## src/rtl/multi_repeater.sv

```systemverilog
// multi_repeater: paced multi-target kick sequencer with completion, abort and missed-trigger tracking
module multi_repeater #(
    parameter int N_TARGET = 4,
    parameter int CNT_W    = 16,
    parameter int MARGIN_W = 16
) (
    input  logic                CLK,
    input  logic                RESET,
    input  logic                KICK,
    input  logic                ABORT,
    input  logic                MODE,
    input  logic                CONTINUOUS,
    input  logic                EXT_TRIG,
    input  logic [N_TARGET-1:0] TARGET_SEL,
    input  logic [CNT_W-1:0]    REPETITION,
    input  logic [MARGIN_W-1:0] POST_MARGIN,
    output logic [N_TARGET-1:0] TARGET_KICK,
    input  logic [N_TARGET-1:0] TARGET_BUSY,
    output logic                BUSY,
    output logic                DONE,
    output logic [CNT_W-1:0]    COUNT,
    output logic [CNT_W-1:0]    MISSED
);
    localparam logic [1:0] IDLE = 2'd0, EMIT = 2'd1, WAIT_TGT = 2'd2, MARGIN = 2'd3;
    logic [1:0]          state;
    logic                kick_d, trig_d, mode_q, cont_q;
    logic [N_TARGET-1:0] sel_q;
    logic [CNT_W-1:0]    rep_q;
    logic [MARGIN_W-1:0] margin_q, mcnt;
    logic                kick_edge, trig_edge, tgt_idle, start, fire, wait_clr, end_chk, finish;

    // run-control decode; the kick cycle itself is recognised by TARGET_KICK still being high
    always_comb begin
        kick_edge = KICK & ~kick_d;
        trig_edge = EXT_TRIG & ~trig_d;
        tgt_idle  = (TARGET_BUSY & sel_q) == '0;
        start     = state == IDLE && kick_edge && !ABORT && TARGET_SEL != '0;
        fire      = state == EMIT && !ABORT && tgt_idle && (!mode_q || trig_edge);
        wait_clr  = state == WAIT_TGT && TARGET_KICK == '0 && tgt_idle;
        end_chk   = (wait_clr && margin_q == '0) || (state == MARGIN && mcnt == margin_q - MARGIN_W'(1));
        finish    = end_chk && !cont_q && COUNT == rep_q;
        BUSY      = state != IDLE;
    end

    // edge registers, settings latched while idle, counters and the run state machine
    always_ff @(posedge CLK) begin
        if (RESET) begin
            state       <= IDLE;
            kick_d      <= 1'b1;
            trig_d      <= 1'b1;
            mode_q      <= 1'b0;
            cont_q      <= 1'b0;
            sel_q       <= '0;
            rep_q       <= '0;
            margin_q    <= '0;
            mcnt        <= '0;
            TARGET_KICK <= '0;
            DONE        <= 1'b0;
            COUNT       <= '0;
            MISSED      <= '0;
        end else begin
            kick_d      <= KICK;
            trig_d      <= EXT_TRIG;
            TARGET_KICK <= fire ? sel_q : '0;
            DONE        <= finish && !ABORT;
            if (state == IDLE) begin
                mode_q   <= MODE;
                cont_q   <= CONTINUOUS;
                sel_q    <= TARGET_SEL;
                rep_q    <= REPETITION == '0 ? CNT_W'(1) : REPETITION;
                margin_q <= POST_MARGIN;
            end
            if (start) begin
                COUNT  <= '0;
                MISSED <= '0;
            end else begin
                if (fire)
                    COUNT <= COUNT + CNT_W'(1);
                if (BUSY && mode_q && trig_edge && !fire && MISSED != '1)
                    MISSED <= MISSED + CNT_W'(1);
            end
            if (ABORT && state != IDLE)
                state <= IDLE;
            else if (start)
                state <= EMIT;
            else if (fire)
                state <= WAIT_TGT;
            else if (end_chk)
                state <= finish ? IDLE : EMIT;
            else if (wait_clr) begin
                state <= MARGIN;
                mcnt  <= '0;
            end else if (state == MARGIN)
                mcnt <= mcnt + MARGIN_W'(1);
        end
    end
endmodule
```

## config.mk

```make
export PLATFORM = sky130hd
export DESIGN_NAME = multi_repeater
export DESIGN_NICKNAME = d
export VERILOG_FILES = /design/src/rtl/multi_repeater.sv
export SDC_FILE = /design/constraint.sdc
export NUM_CORES = 1
export LEC_CHECK = 0
export ABC_AREA = 1
export CAP_MARGIN = 30
export CORE_UTILIZATION = 41
export DETAILED_ROUTE_END_ITERATION = 10
export PLACE_DENSITY_LB_ADDON = 0.2
export SLEW_MARGIN = 20
export SYNTH_ARGS = -nofsm -noshare
export SYNTH_HDL_FRONTEND = slang
export SYNTH_SLANG_ARGS = --single-unit
export TNS_END_PERCENT = 1
```

## constraint.sdc

```tcl
create_clock -name CLK -period 5.64 [get_ports CLK]
set_input_delay 0.564 -clock CLK [delete_from_list [all_inputs] [get_ports CLK]]
set_output_delay 0.564 -clock CLK [all_outputs]
set_load 0.05 [all_outputs]
```

==> Word-level counts from Yosys, hierarchy flattened <==
Cells that the tools add are included.
{ "totals": {"inputBits": 47, "elab_cells": 80, "out_inout_bits": 38, "regBits": 95} }
{ "op_classes": {"n_reduce_logical": 39, "addsub": 4, "muxes": 8, "n_bitwise": 9, "eq_ne": 6} }
{ "ops": {"columns": ["op", "n"], "rows": [
  ["16-bit by 1-bit adder with 16-bit output, second input constant", 3],
  ["16-bit 2-to-1 mux", 3],
  ["16-bit == test", 2],
  ["16-bit zero test", 2],
  ["1-bit logical AND", 18],
  ["16-bit != test, second input constant", 1],
  ["16-bit by 1-bit subtractor with 16-bit output, second input constant", 1],
  ["4-bit zero test", 2],
  ["4-bit nonzero test", 2],
  ["2-bit 2-to-1 mux", 3],
  ["1-bit inverter", 6],
  ["2-bit OR reduction", 3],
  ["5-bit AND reduction", 1],
  ["4-bit bitwise AND", 1],
  ["2-bit == test, second input constant", 2],
  ["1-bit zero test", 4],
  ["2-bit nonzero test", 2],
  ["3-bit nonzero test", 1],
  ["3-bit OR reduction", 1],
  ["1-bit bitwise AND", 2],
  ["2-bit by 1-bit == test with 1-bit output, second input constant", 1],
  ["2-bit zero test", 1],
  ["1-bit logical OR", 2],
  ["1-bit 2-to-1 mux", 2]
]} }

==> Logic depth before layout (Yosys ltp) <==
Gate-level depths: netlist of the first run.
{ "logic_depth": {"word_depth": 11, "mapped_depth": 18, "mapped_depth_nobuf": 18} }

==> Worst setup path before layout of the first run <==
OpenSTA, ideal clock, no wires.
{ "synth_path": {"path_type": "register -> register", "start": "register COUNT[1]", "end": "register COUNT[14]", "required_ns": 5.521, "stages_incl_launch_ff": 11, "slack_ns": 3.394, "period_less_slack_ns": 2.246, "setup_ns": 0.119, "path_buffers": 0, "arrival_time_ns": 2.127, "cell_sequence": "dfxtp_1 ha_1 inv_1 nor4_2 nand3_1 nor3_1 nand2_1 nor3_2 nand3_1 nand2_1 a21oi_1"} }
{ "synth_between": {"elab_chain_cells": 1} }
{ "synth_rtl": {"columns": ["element", "line", "text"], "rows": [
  ["start: declaration", "21", "output logic [CNT_W-1:0] COUNT,"],
  ["start signal: assignment", "78", "COUNT <= COUNT + CNT_W'(1);"],
  ["16-bit by 1-bit adder with 16-bit output", "78", null]
]} }
No other way between the ends.
A chain may end at the register's enable or synchronous reset.

==> Worst setup path after layout of the first run <==
{ "layout_path": {"start": "register state[1]", "end": "output port BUSY"} }
{ "layout_between": {"elab_chain_cells": 1} }
{ "layout_rtl": {"columns": ["element", "line", "text"], "rows": [
  ["start: declaration", "25", "logic [1:0] state;"],
  ["start signal: assignment", "89", "state <= finish ? IDLE : EMIT;"],
  ["2-bit nonzero test", "42", "BUSY = state != IDLE;"],
  ["end: declaration", "19", "output logic BUSY,"]
]} }
No other way between the ends.

==> metrics.md, run 1 <==
| Metric | Value |
|---|---|
| Clock-pin transition on the worst setup and hold timing paths | 0.07 ns |
| DRT Wirelength | 13700 microns |
| Routed len/inst | 13.5 microns |
| Status | completed |
| Reg power frac | around 46% |
| Die area | 0.0133 sq mm |
| Mapped Nets | 814 |
| Starting Density | 42.8% |
| XOR/XNOR Fraction of Synth Area | 6.84% |
| Final hold vios | 0 |
| Reg2reg start | state[1] |
| GRT Residual Overflow | 0 |
| Core ar. | 0.0123 sq mm |
| Sequential Area | 0.00190 sq mm |
| Rows | 40 |
| Mean Syn Cell Area | 6.88 sq um |
| Overall Power | between 1500 and 2000 uW |
| CTS Buffer Depth | 2 |
| Primary FF master, synth | dfxtp_1 |
| DP HPWL | just over 10000 microns |
| Compound-cell area share of the yosys netlist | between 10% and 20% |
| Mux cell area share after synthesis | 0% |
| Residual DRC | 0 |
| Arr. time, crit path | 3.33 ns |
| Final setup fails | 0 |
| Share of the synthesized area in the top cell type | 36.2% |
| GRT Overall Usage | 21.6% |
| Switching Fraction | 27.5% |
| Clock skew | 0.0132 ns |
| Fill count | ~1.2k |
| Pwr Density | around 240 mW/mm^2 |
| P&R area growth vs syn | 24.2% |
| WP data required | roughly 5 ns |
| EDFF count, synth | 0 |
| Die Ht | 115 microns |
| Mapped Cells | 763 |
| Unrepaired setup endpoints after global routing | false |
| TritonCTS Buffers | 9 |
| Postcts setup bufs | 0 |
| ANT nets after route | 0 |
| Main combinational cell family by area after synthesis | simple AND/OR/NAND/NOR gates |
| Minimum hold slack | between 0.4 and 0.5 ns |
| Vias per inst | 5.08 |
| Drt pass-1 iters | 5 |
| Initial antenna violation count | 0 |
| VDD IR-drop max | 0.000154 V |
| Post-synthesis simple-gate area fraction | 33.4% |
| Die Width | 115 microns |
| Clock share of power | 40.4% |
| Final nets | 890 |
| CTS tree | done |
| Vias | between 5k and 6k |
| Internal Pwr Total | 1140 uW |
| Sequential fraction of the synthesis area | 36.2% |
| # IOs | between 80 and 90 |
| Number of global-route vias before repair | 4783 |
| Max Cap Viol | 0 |
| Relative slew slack | 43.1% |
| Net Sw Power | about 430 uW |
| Clk root buf | clkbuf_16 |
| Hold Path Class | reg -> reg |
| Pleak | 0.00238 uW |
| Worst setup path startpoint | state[1] |
| Post-synth cell types | 45 |
| N_diodes | 0 |
| Setup TNS | 0 ns |
| Final period demand of the worst path | 3.89 ns |
| Yosys top cell by area | dfxtp_1 |
| RePlAce Congestion | 0.846 |
| Layout cells sized above 1 | 7.82% |
| First-pass GRT wire length | about 23000 microns |
| Comb pwr share | between 10% and 20% |
| Ranking of synthesized cells by area | dfxtp_1 36%, nand2_1 10%, nor2_1 7.7% |
| CP endpoint kind | primary output |
| H-tree Lvls | 3 |
| Number of synthesized register bits | between 90 and 100 |
| Worst-Skew Late Latency | about 0.35 ns |
| DRT iter0 DRCs | 370 |
| Worst slew pin tran | 0.853 ns |
| Hold-fix buffers, CTS | 0 |
| Max frequency | 257 MHz |
| CP Launch Type | flop |
| Final Slew Violations | 0 |
| Clk sinks | 95 |
| Mapped Area | 0.00525 sq mm |
| WS Path Type | reg -> out |
| Resized Gates After CTS | 0 |
| Hold_sp | sel_q[0] |
| Port Buffer Count | 84 |
| Pin count of the biggest net entering global routing | 38 |
| Final cycle utilization of the critical path | 69.0% |
| Area share of fa/ha/maj cells after synthesis | 0.953% |
| Synth warnings | 0 |
| CP Max Fanout | 34 |
| Asr flop ratio synth | 0% |
| Multi-input logic area | 0.00289 sq mm |
## metal layers
layer  track usage (%)  vias to the layer above  wire length [microns]
li1                  -                     2636                      -
met1              29.0                     2358                   6700
met2              34.2                      125                   6200
met3              3.90                       18                    538
met4              8.40                        0                    258
met5                 0                        -                      0
## stage by stage
step	instances	utilization, %	setup slack (ns)	instance area (sq um)
after global routing	1012	53.2	1.52	6520
after detailed placement	995	50.6	2.22	6200
after CTS	1011	53.1	1.83	6510
after global placement	995	50.6	2.32	6200
after floorplan	763	-	3.39	5250
final	1012	53.2	1.75	6520
## placed cells by master, fill, tap and decap left out, drive strengths merged, types with 7 or more instances in the layout
cell	instances
nand4	7
a21oi	62
o21ai	52
nor3	30
xnor2	11
nand3	45
inv	89
nor2	119
nand2	161
nor4	14
dfxtp	95
xor2	30
clkbuf	10
clkdlybuf4s50	84
## cells by family (layout without fill, tap and decap cells)
kind of cell,after synthesis,in the layout
and+or+nand+nor,384,384
adders and majority gates,4,4
buffers and inverters,111,192
DFF,95,95
AOI/OAI and AO/OA,128,128
xor gates and xnor gates,41,41
## worst max-delay path, stage by stage (launching register included)
cell,delay [ns]
dfxtp_1,0.35
nor2_2,0.55
clkinv_1,0.83
buf_4,0.50
clkdlybuf4s50_1,0.74
## flip-flops by register name (all words and copies together) (netlist names)
register     cells
MISSED          16
kick_d           1
TARGET_KICK      4
rep_q           16
mode_q           1
margin_q        16
DONE             1
state            2
mcnt            16
cont_q           1
sel_q            4
COUNT           16
trig_d           1
## cells in the mapped netlist, drive strengths merged, types with 2 or more instances
| master | count |
|---|---|
| nor2 | 119 |
| o2111ai | 2 |
| a211oi | 3 |
| a21oi | 62 |
| clkbuf | 19 |
| nor3 | 30 |
| nand3b | 2 |
| nand2 | 161 |
| nand4 | 7 |
| clkinv | 2 |
| o21ai | 52 |
| o22ai | 3 |
| dfxtp | 95 |
| inv | 86 |
| a221oi | 2 |
| xnor2 | 11 |
| nor3b | 2 |
| ha | 4 |
| nand3 | 45 |
| buf | 4 |
| nor4 | 14 |
| xor2 | 30 |
## layout make-up
class | instances | share of cell area, %
Clock buffer | 10 | 3.51
Clock inverter | 6 | 1.15
Multi-Input combinational cell | 557 | 44.3
Timing Repair Buffer | 88 | 13.5
Inverter | 88 | 5.18
Tap cell | 168 | 3.22
Sequential cell | 95 | 29.2
## power by group through the flow
stage | sequential (uW) | clock, uW | combinational (uW)
after global routing | 725 | 669 | 237
after CTS | 722 | 643 | 210
final | 722 | 633 | 212
after detailed placement | 737 | 0 | 209
after global placement | 737 | 0 | 204
after floorplan | 733 | 0 | 138
## worst paths after layout
check | to | slack, ns | depth (start not counted)
setup reg to reg | MISSED[2] | 2.18 | 9
setup / recovery | BUSY | 1.75 | 4
hold / removal | TARGET_KICK[0] | 0.46 | 2
hold reg to reg | TARGET_KICK[0] | 0.46 | 2
No activity file was read; power rests on OpenSTA's default activity.
==> run 2: changes to the inputs <==
Clock period 5.64 ns to 3.86 ns, I/O delays scaled along.
==> run 2 against run 1 <==
Effect of this change:
- sequential power increased by 45%
- register-to-register slack got worse by 1.2 ns
- critical path depth increased by 6
- worst setup slack got worse by 0.81 ns
- global-route usage decreased by 0.51 points
- cell count about the same
- critical path type is now reg -> reg
- critical endpoint is now MISSED[10]
==> metrics.md, run 2 (same netlist as run 1, synthesis figures left out) <==
| Metric | Value |
|---|---|
| Status | completed (unchanged) |
| Net Sw Power | 585 uW (was 430 uW) |
| ANT nets after route | 0 (unchanged) |
| Routed len/inst | 13.4 microns (was 13.5 microns) |
| Port Buffer Count | 84 (unchanged) |
| Unrepaired setup endpoints after global routing | false (unchanged) |
| Critical path destination | MISSED[10] (was BUSY) |
| Final setup fails | 0 (unchanged) |
| Relative slew slack | 44.5% (was 43.1%) |
| First-pass GRT wire length | 22200 microns (was 22600 microns) |
| Commonest non-fill, non-tap cell in the layout | nand2_1 (unchanged) |
| N_diodes | 0 (unchanged) |
| Fill count | 1210 (was 1200) |
| Reg2reg end | MISSED[10] (was MISSED[2]) |
| Pre-CTS setup slack | 0.736 ns (was 2.22 ns) |
| Final hold vios | 0 (unchanged) |
| CTS tree | done (unchanged) |
| Overall Power | 2180 uW (was 1570 uW) |
| Starting Density | 42.8% (unchanged) |
| DRT Wirelength | 13500 microns (was 13700 microns) |
| Clk sinks | 95 (unchanged) |
| GRT Overall Usage | 21.0% (was 21.6%) |
| Die Width | 115 microns (unchanged) |
| CTS Buffer Depth | 2 (unchanged) |
| Internal reg-to-reg setup slack | 0.93 ns (was 2.18 ns) |
| Clk root buf | clkbuf_16 (unchanged) |
| H-tree Lvls | 3 (unchanged) |
| Core ar. | 0.0123 sq mm (unchanged) |
| Hold Path Class | reg -> reg (unchanged) |
| Resized Gates After CTS | 0 (unchanged) |
| Max Cap Viol | 0 (unchanged) |
| Final period demand of the worst path | 2.93 ns |
| Vias | 5168 (was 5137) |
| Layout cells sized above 1 | 7.71% (was 7.82%) |
| Worst setup path startpoint | state[0] (was state[1]) |
| Most frequent cells in the layout | 146 x nand2_1, 108 x nor2_1, 95 x dfxtp_1, 84 x inv_1, 84 x clkdlybuf4s50_1 (unchanged) |
| Hold-fix buffers, CTS | 0 (unchanged) |
| WS Path Type | reg -> reg (was reg -> out) |
| CP max stage delay | 0.46 ns (was 0.83 ns) |
| Final nets | 890 (unchanged) |
| CP most frequent cell | nand2_1 |
| TritonCTS Buffers | 9 (unchanged) |
| Postcts setup bufs | 0 (unchanged) |
| GRT Residual Overflow | 0 (unchanged) |
| Worst slew pin tran | 0.832 ns (was 0.853 ns) |
| Switching Fraction | 26.8% (was 27.5%) |
| Comb pwr share | 14.1% (was 13.5%) |
| Initial antenna violation count | 0 (unchanged) |
| Clock-pin transition on the worst setup and hold timing paths | 0.06 ns (was 0.07 ns) |
| Reg2reg start | state[0] (was state[1]) |
| DP HPWL | 10100 microns (about the same) |
| Arr. time, crit path | 3.12 ns (was 3.33 ns) |
| CP max-delay cell | buf_4 (was clkinv_1) |
| Final Slew Violations | 0 (unchanged) |
| Pin count of the biggest net entering global routing | 63 (was 38) |
| Fin worst setup slack | 0.934 ns (was 1.75 ns) |
| CP Launch Type | flop (unchanged) |
| Internal Pwr Total | 1600 uW (was 1140 uW) |
| Die area | 0.0133 sq mm (unchanged) |
| Rows | 40 (unchanged) |
| Worst-Skew Late Latency | 0.35 ns (about the same) |
| Vias per inst | 5.11 (was 5.08) |
| RePlAce Congestion | 0.846 (about the same) |
| CP endpoint kind | flop (was primary output) |
| Crit-path cells | nor2_2, clkinv_1, buf_4, nand2_1, nor4_2, nand2_1, inv_2, nand3_1, nand2_1, a21oi_1 (was nor2_2, clkinv_1, buf_4, clkdlybuf4s50_1) |
| Pwr Density | 336 mW/mm^2 (was 240 mW/mm^2) |
| Setup TNS | 0 ns (unchanged) |
| CP Max Fanout | 62 (was 34) |
| P&R area growth vs syn | 23.4% (was 24.2%) |
| Pleak | 0.00237 uW (was 0.00238 uW) |
| Worst reg2reg path depth | 10 (was 9) |
| Clock share of power | 37.6% (was 40.4%) |
| Residual DRC | 0 (unchanged) |
| Drt pass-1 iters | 5 (unchanged) |
| Reg power frac | 48.4% (was 46.1%) |
| WP data required | 4.05 ns (was 5.08 ns) |
| Die Ht | 115 microns (unchanged) |
| Number of global-route vias before repair | 4649 (was 4783) |
| DRT iter0 DRCs | 376 (was 370) |
| VDD IR-drop max | 0.000280 V (was 0.000154 V) |
| Max frequency | ~340 MHz |
| # IOs | 85 (unchanged) |
| Clock skew | 0.00722 ns (was 0.0132 ns) |
| Final cycle utilization of the critical path | 75.8% |
-- run 2: cell type report --
type | count | area, sq um | area share, %
Clock inverter | 4 | 22.5 | 0.347
Clock buffer | 11 | 243 | 3.74
Inverter | 88 | 338 | 5.21
Sequential cell | 95 | 1900 | 29.3
Tap cell | 168 | 210 | 3.24
Timing Repair Buffer | 88 | 878 | 13.5
Multi-Input combinational cell | 557 | 2890 | 44.6
-- run 2: metal layers --
layer	wire (microns)	part of all wire (%)	vias up	GRT usage, %
li1	-	-	2635	-
met1	6430	48	2366	28.5
met2	6150	46	138	33.1
met3	622	4.6	29	3.37
met4	308	2.3	0	9.18
met5	0	0	-	0
-- run 2: power by group through the flow --
stage / Sequential, uW / Clock (uW) / Combinational (uW)
2_1_floorplan: 1070 / 0 / 201
3_3_place_gp: 1080 / 0 / 297
3_5_place_dp: 1080 / 0 / 304
4_1_cts: 1050 / 838 / 306
5_1_grt: 1060 / 870 / 344
6_report: 1050 / 820 / 307
-- run 2: how the worst min path moves through the flow --
stage | from | end | slack, ns | cells after the start
final | sel_q[2] | TARGET_KICK[2] | 0.46 | 2
after global placement | sel_q[2] | TARGET_KICK[2] | 0.45 | 2
after floorplan | sel_q[2] | TARGET_KICK[2] | 0.43 | 2
after global routing | sel_q[2] | TARGET_KICK[2] | 0.49 | 2
after detailed placement | sel_q[0] | TARGET_KICK[0] | 0.46 | 2
after CTS | sel_q[2] | TARGET_KICK[2] | 0.47 | 2
-- run 2: critical path: cells and delay by family (launching register included) --
family	cells	cell delay [ns]
simple gates	6	1.41
buf+inv	3	0.88
flops	1	0.40
compound gates	1	0.05
-- run 2: per-stage QoR --
stage | util [%] | instance area [sq um] | hold slack (ns) | std cells
final | 52.9 | 6480 | 0.464 | 1011
after CTS | 52.7 | 6470 | 0.470 | 1010
after detailed placement | 50.6 | 6200 | 0.463 | 995
after floorplan | - | 5250 | 0.430 | 763
after global routing | 52.9 | 6480 | 0.489 | 1011
after global placement | 50.6 | 6200 | 0.455 | 995
==> run 3: changes to the inputs <==
Clock period 3.86 ns to 2.9 ns, I/O delays scaled along.
==> run 3 against run 2 <==
Effect of this change:
- core utilization up 1.1 points
- cell count up 0.79%
- first-iteration DRC count down 8.5%
- clock skew increased by 0.0022 ns
- non-clock buffer count up 7
- total power up 47%
- sequential share of layout area fell by 0.58 points
- combinational power grew 33%
- sequential cell count did not move
- clock power rose by 71%
- sequential power increased by 33%
- final area rose by 2.0%
- critical path type unchanged
- highest routed layer unchanged
==> metrics.md, run 3 (same netlist as run 1, synthesis figures left out) <==
| Metric | Value |
|---|---|
| Worst reg2reg path depth | 14 (was 10) |
| Minimum hold slack | 0.458 ns (was 0.464 ns) |
| Clock skew | 0.00938 ns (was 0.00722 ns) |
| Drt pass-1 iters | 5 (unchanged) |
| Starting Density | 42.8% (unchanged) |
| Layout cells sized above 1 | 8.81% (was 7.71%) |
| CP Launch Type | flop (unchanged) |
| Status | completed (unchanged) |
| Core ar. | 0.0123 sq mm (unchanged) |
| Rows | 40 (unchanged) |
| Vias | 5174 (was 5168) |
| WP data required | 3.13 ns (was 4.05 ns) |
| Clock-pin transition on the worst setup and hold timing paths | 0.07 ns (was 0.06 ns) |
| Worst-Skew Late Latency | 0.35 ns (about the same) |
| Final hold vios | 0 (unchanged) |
| Arr. time, crit path | 2.62 ns (was 3.12 ns) |
| Pre-CTS setup slack | 0.330 ns (was 0.736 ns) |
| Setup TNS | 0 ns (unchanged) |
| Reg2reg start | margin_q[0] (was state[0]) |
| CTS tree | done (unchanged) |
| Reg2reg end | mcnt[3] (was MISSED[10]) |
| Pin count of the biggest net entering global routing | 62 (was 63) |
| CTS Buffer Depth | 2 (unchanged) |
| # IOs | 85 (unchanged) |
| Final Slew Violations | 0 (unchanged) |
| Postcts setup bufs | 0 (unchanged) |
| CP endpoint kind | flop (unchanged) |
| Unrepaired setup endpoints after global routing | false (unchanged) |
| ANT nets after route | 0 (unchanged) |
| N_diodes | 0 (unchanged) |
| Commonest non-fill, non-tap cell in the layout | nand2_1 (unchanged) |
| Clk root buf | clkbuf_16 (unchanged) |
| DRT iter0 DRCs | 344 (was 376) |
| Crit-path cells | inv_1, ha_1, nand3_1, nor2_2, nand2_1, xor2_1, nand2_1, nor2_2, nand2_2, nand2_4, nor2_8, inv_8, nand2_1, a21oi_1 (was nor2_2, clkinv_1, buf_4, nand2_1, nor4_2, nand2_1, inv_2, nand3_1, nand2_1, a21oi_1) |
| Worst Path Buf+Inv | 2 (was 3) |
| Hold-fix buffers, CTS | 0 (unchanged) |
| Die area | 0.0133 sq mm (unchanged) |
| Port Buffer Count | 84 (unchanged) |
| Max frequency | 419 MHz (was 342 MHz) |
| Routed len/inst | 13.1 microns (was 13.4 microns) |
| P&R area growth vs syn | 25.9% (was 23.4%) |
| Die Width | 115 microns (unchanged) |
| Resized Gates After CTS | 0 (unchanged) |
| Worst slew pin tran | 0.782 ns (was 0.832 ns) |
| H-tree Lvls | 3 (unchanged) |
| Delay-heaviest family, CP | simple AND/OR/NAND/NOR gates (unchanged) |
| Initial antenna violation count | 0 (unchanged) |
| Hold Path Stages | 2 (unchanged) |
| Most frequent cells in the layout | 146 x nand2_1, 108 x nor2_1, 95 x dfxtp_1, 84 x inv_1, 83 x clkdlybuf4s50_1 (was 146 x nand2_1, 108 x nor2_1, 95 x dfxtp_1, 84 x inv_1, 84 x clkdlybuf4s50_1) |
| GRT Residual Overflow | 0 (unchanged) |
| Internal reg-to-reg setup slack | 0.51 ns (was 0.93 ns) |
| Die Ht | 115 microns (unchanged) |
| CP max stage delay | 0.32 ns (was 0.46 ns) |
| Pleak | 0.00244 uW (was 0.00237 uW) |
| DRT Wirelength | 13300 microns (was 13500 microns) |
| CP most frequent cell | nand2_1 (unchanged) |
| TritonCTS Buffers | 9 (unchanged) |
| Number of global-route vias before repair | 4818 (was 4649) |
| Post-layout util | 53.9% (was 52.9%) |
| CP max-delay cell | dfxtp_1 (was buf_4) |
| Hold Path Class | reg -> reg (unchanged) |
| CP Max Fanout | 17 (was 62) |
| DP HPWL | 10000 microns (was 10100 microns) |
| VDD IR-drop max | 0.000390 V (was 0.000280 V) |
| Final period demand of the worst path | 2.39 ns (was 2.93 ns) |
| GRT Overall Usage | 21.3% (was 21.0%) |
| Final setup fails | 0 (unchanged) |
| Relative slew slack | 47.8% (was 44.5%) |
| Hold_sp | sel_q[1] (was sel_q[2]) |
| Residual DRC | 0 (unchanged) |
| First-pass GRT wire length | 22200 microns (about the same) |
| Clk sinks | 95 (unchanged) |
| Fin worst setup slack | 0.514 ns (was 0.934 ns) |
| Final cycle utilization of the critical path | 82.3% (was 75.8%) |
| Final nets | 897 (was 890) |
| WS Path Type | reg -> reg (unchanged) |
| Vias per inst | 5.08 (was 5.11) |
| Endpoint, Worst Hold | TARGET_KICK[1] (was TARGET_KICK[2]) |
| RePlAce Congestion | 0.872 (was 0.846) |
| Max Cap Viol | 0 (unchanged) |
| Pwr Density | 486 mW/mm^2 (was 336 mW/mm^2) |
-- run 3: per-layer routing --
layer	vias up	global-route usage, %	share of wire, %	routed length (microns)
met5	-	0	0	0
met4	0	9.44	1.9	252
met3	17	3.74	4.6	610
met2	134	34.8	46	6160
met1	2379	27.5	47	6310
li1	2644	-	-	-
-- run 3: worst max path at each step --
stage                   startpoint   endpoint  slack (ns)  cells after the start
floorplan                 COUNT[1]  COUNT[14]        0.65                     10
global placement    TARGET_BUSY[1]  COUNT[11]        0.39                     12
finish                 margin_q[0]    mcnt[3]        0.51                     14
CTS                    margin_q[0]    mcnt[3]        0.53                     14
detailed placement  TARGET_BUSY[3]  COUNT[11]        0.33                     12
global route           margin_q[0]    mcnt[1]        0.30                     18
-- run 3: stage by stage --
stage               cell area (sq um)  power [uW]  std cells
finish                           6610        3210       1019
global route                     6610        3360       1019
CTS                              6610        3240       1019
detailed placement               6260        1840       1003
global placement                 6260        1830       1003
floorplan                        5250        1690        763
-- run 3: cell type report --
cell class	instances	area, sq um
fillers	1164	5650
multi-input cells	557	2890
flip-flops and latches	95	1900
repair buffers	95	921
inverters	88	338
clock buffers	10	239
well taps	168	210
clock inverters	6	115
-- run 3: worst min-delay path: stages, from the launching register on --
cell,delay [ns]
dfxtp_1,0.31
inv_1,0.07
nor2_1,0.04
-- run 3: power breakdown --
group	switching (uW)	leakage, uW	internal (uW)
sequential	45.5	0.000776	1360
combinational	237	0.00149	172
clock	529	0.000169	871
total	812	0.00244	2400
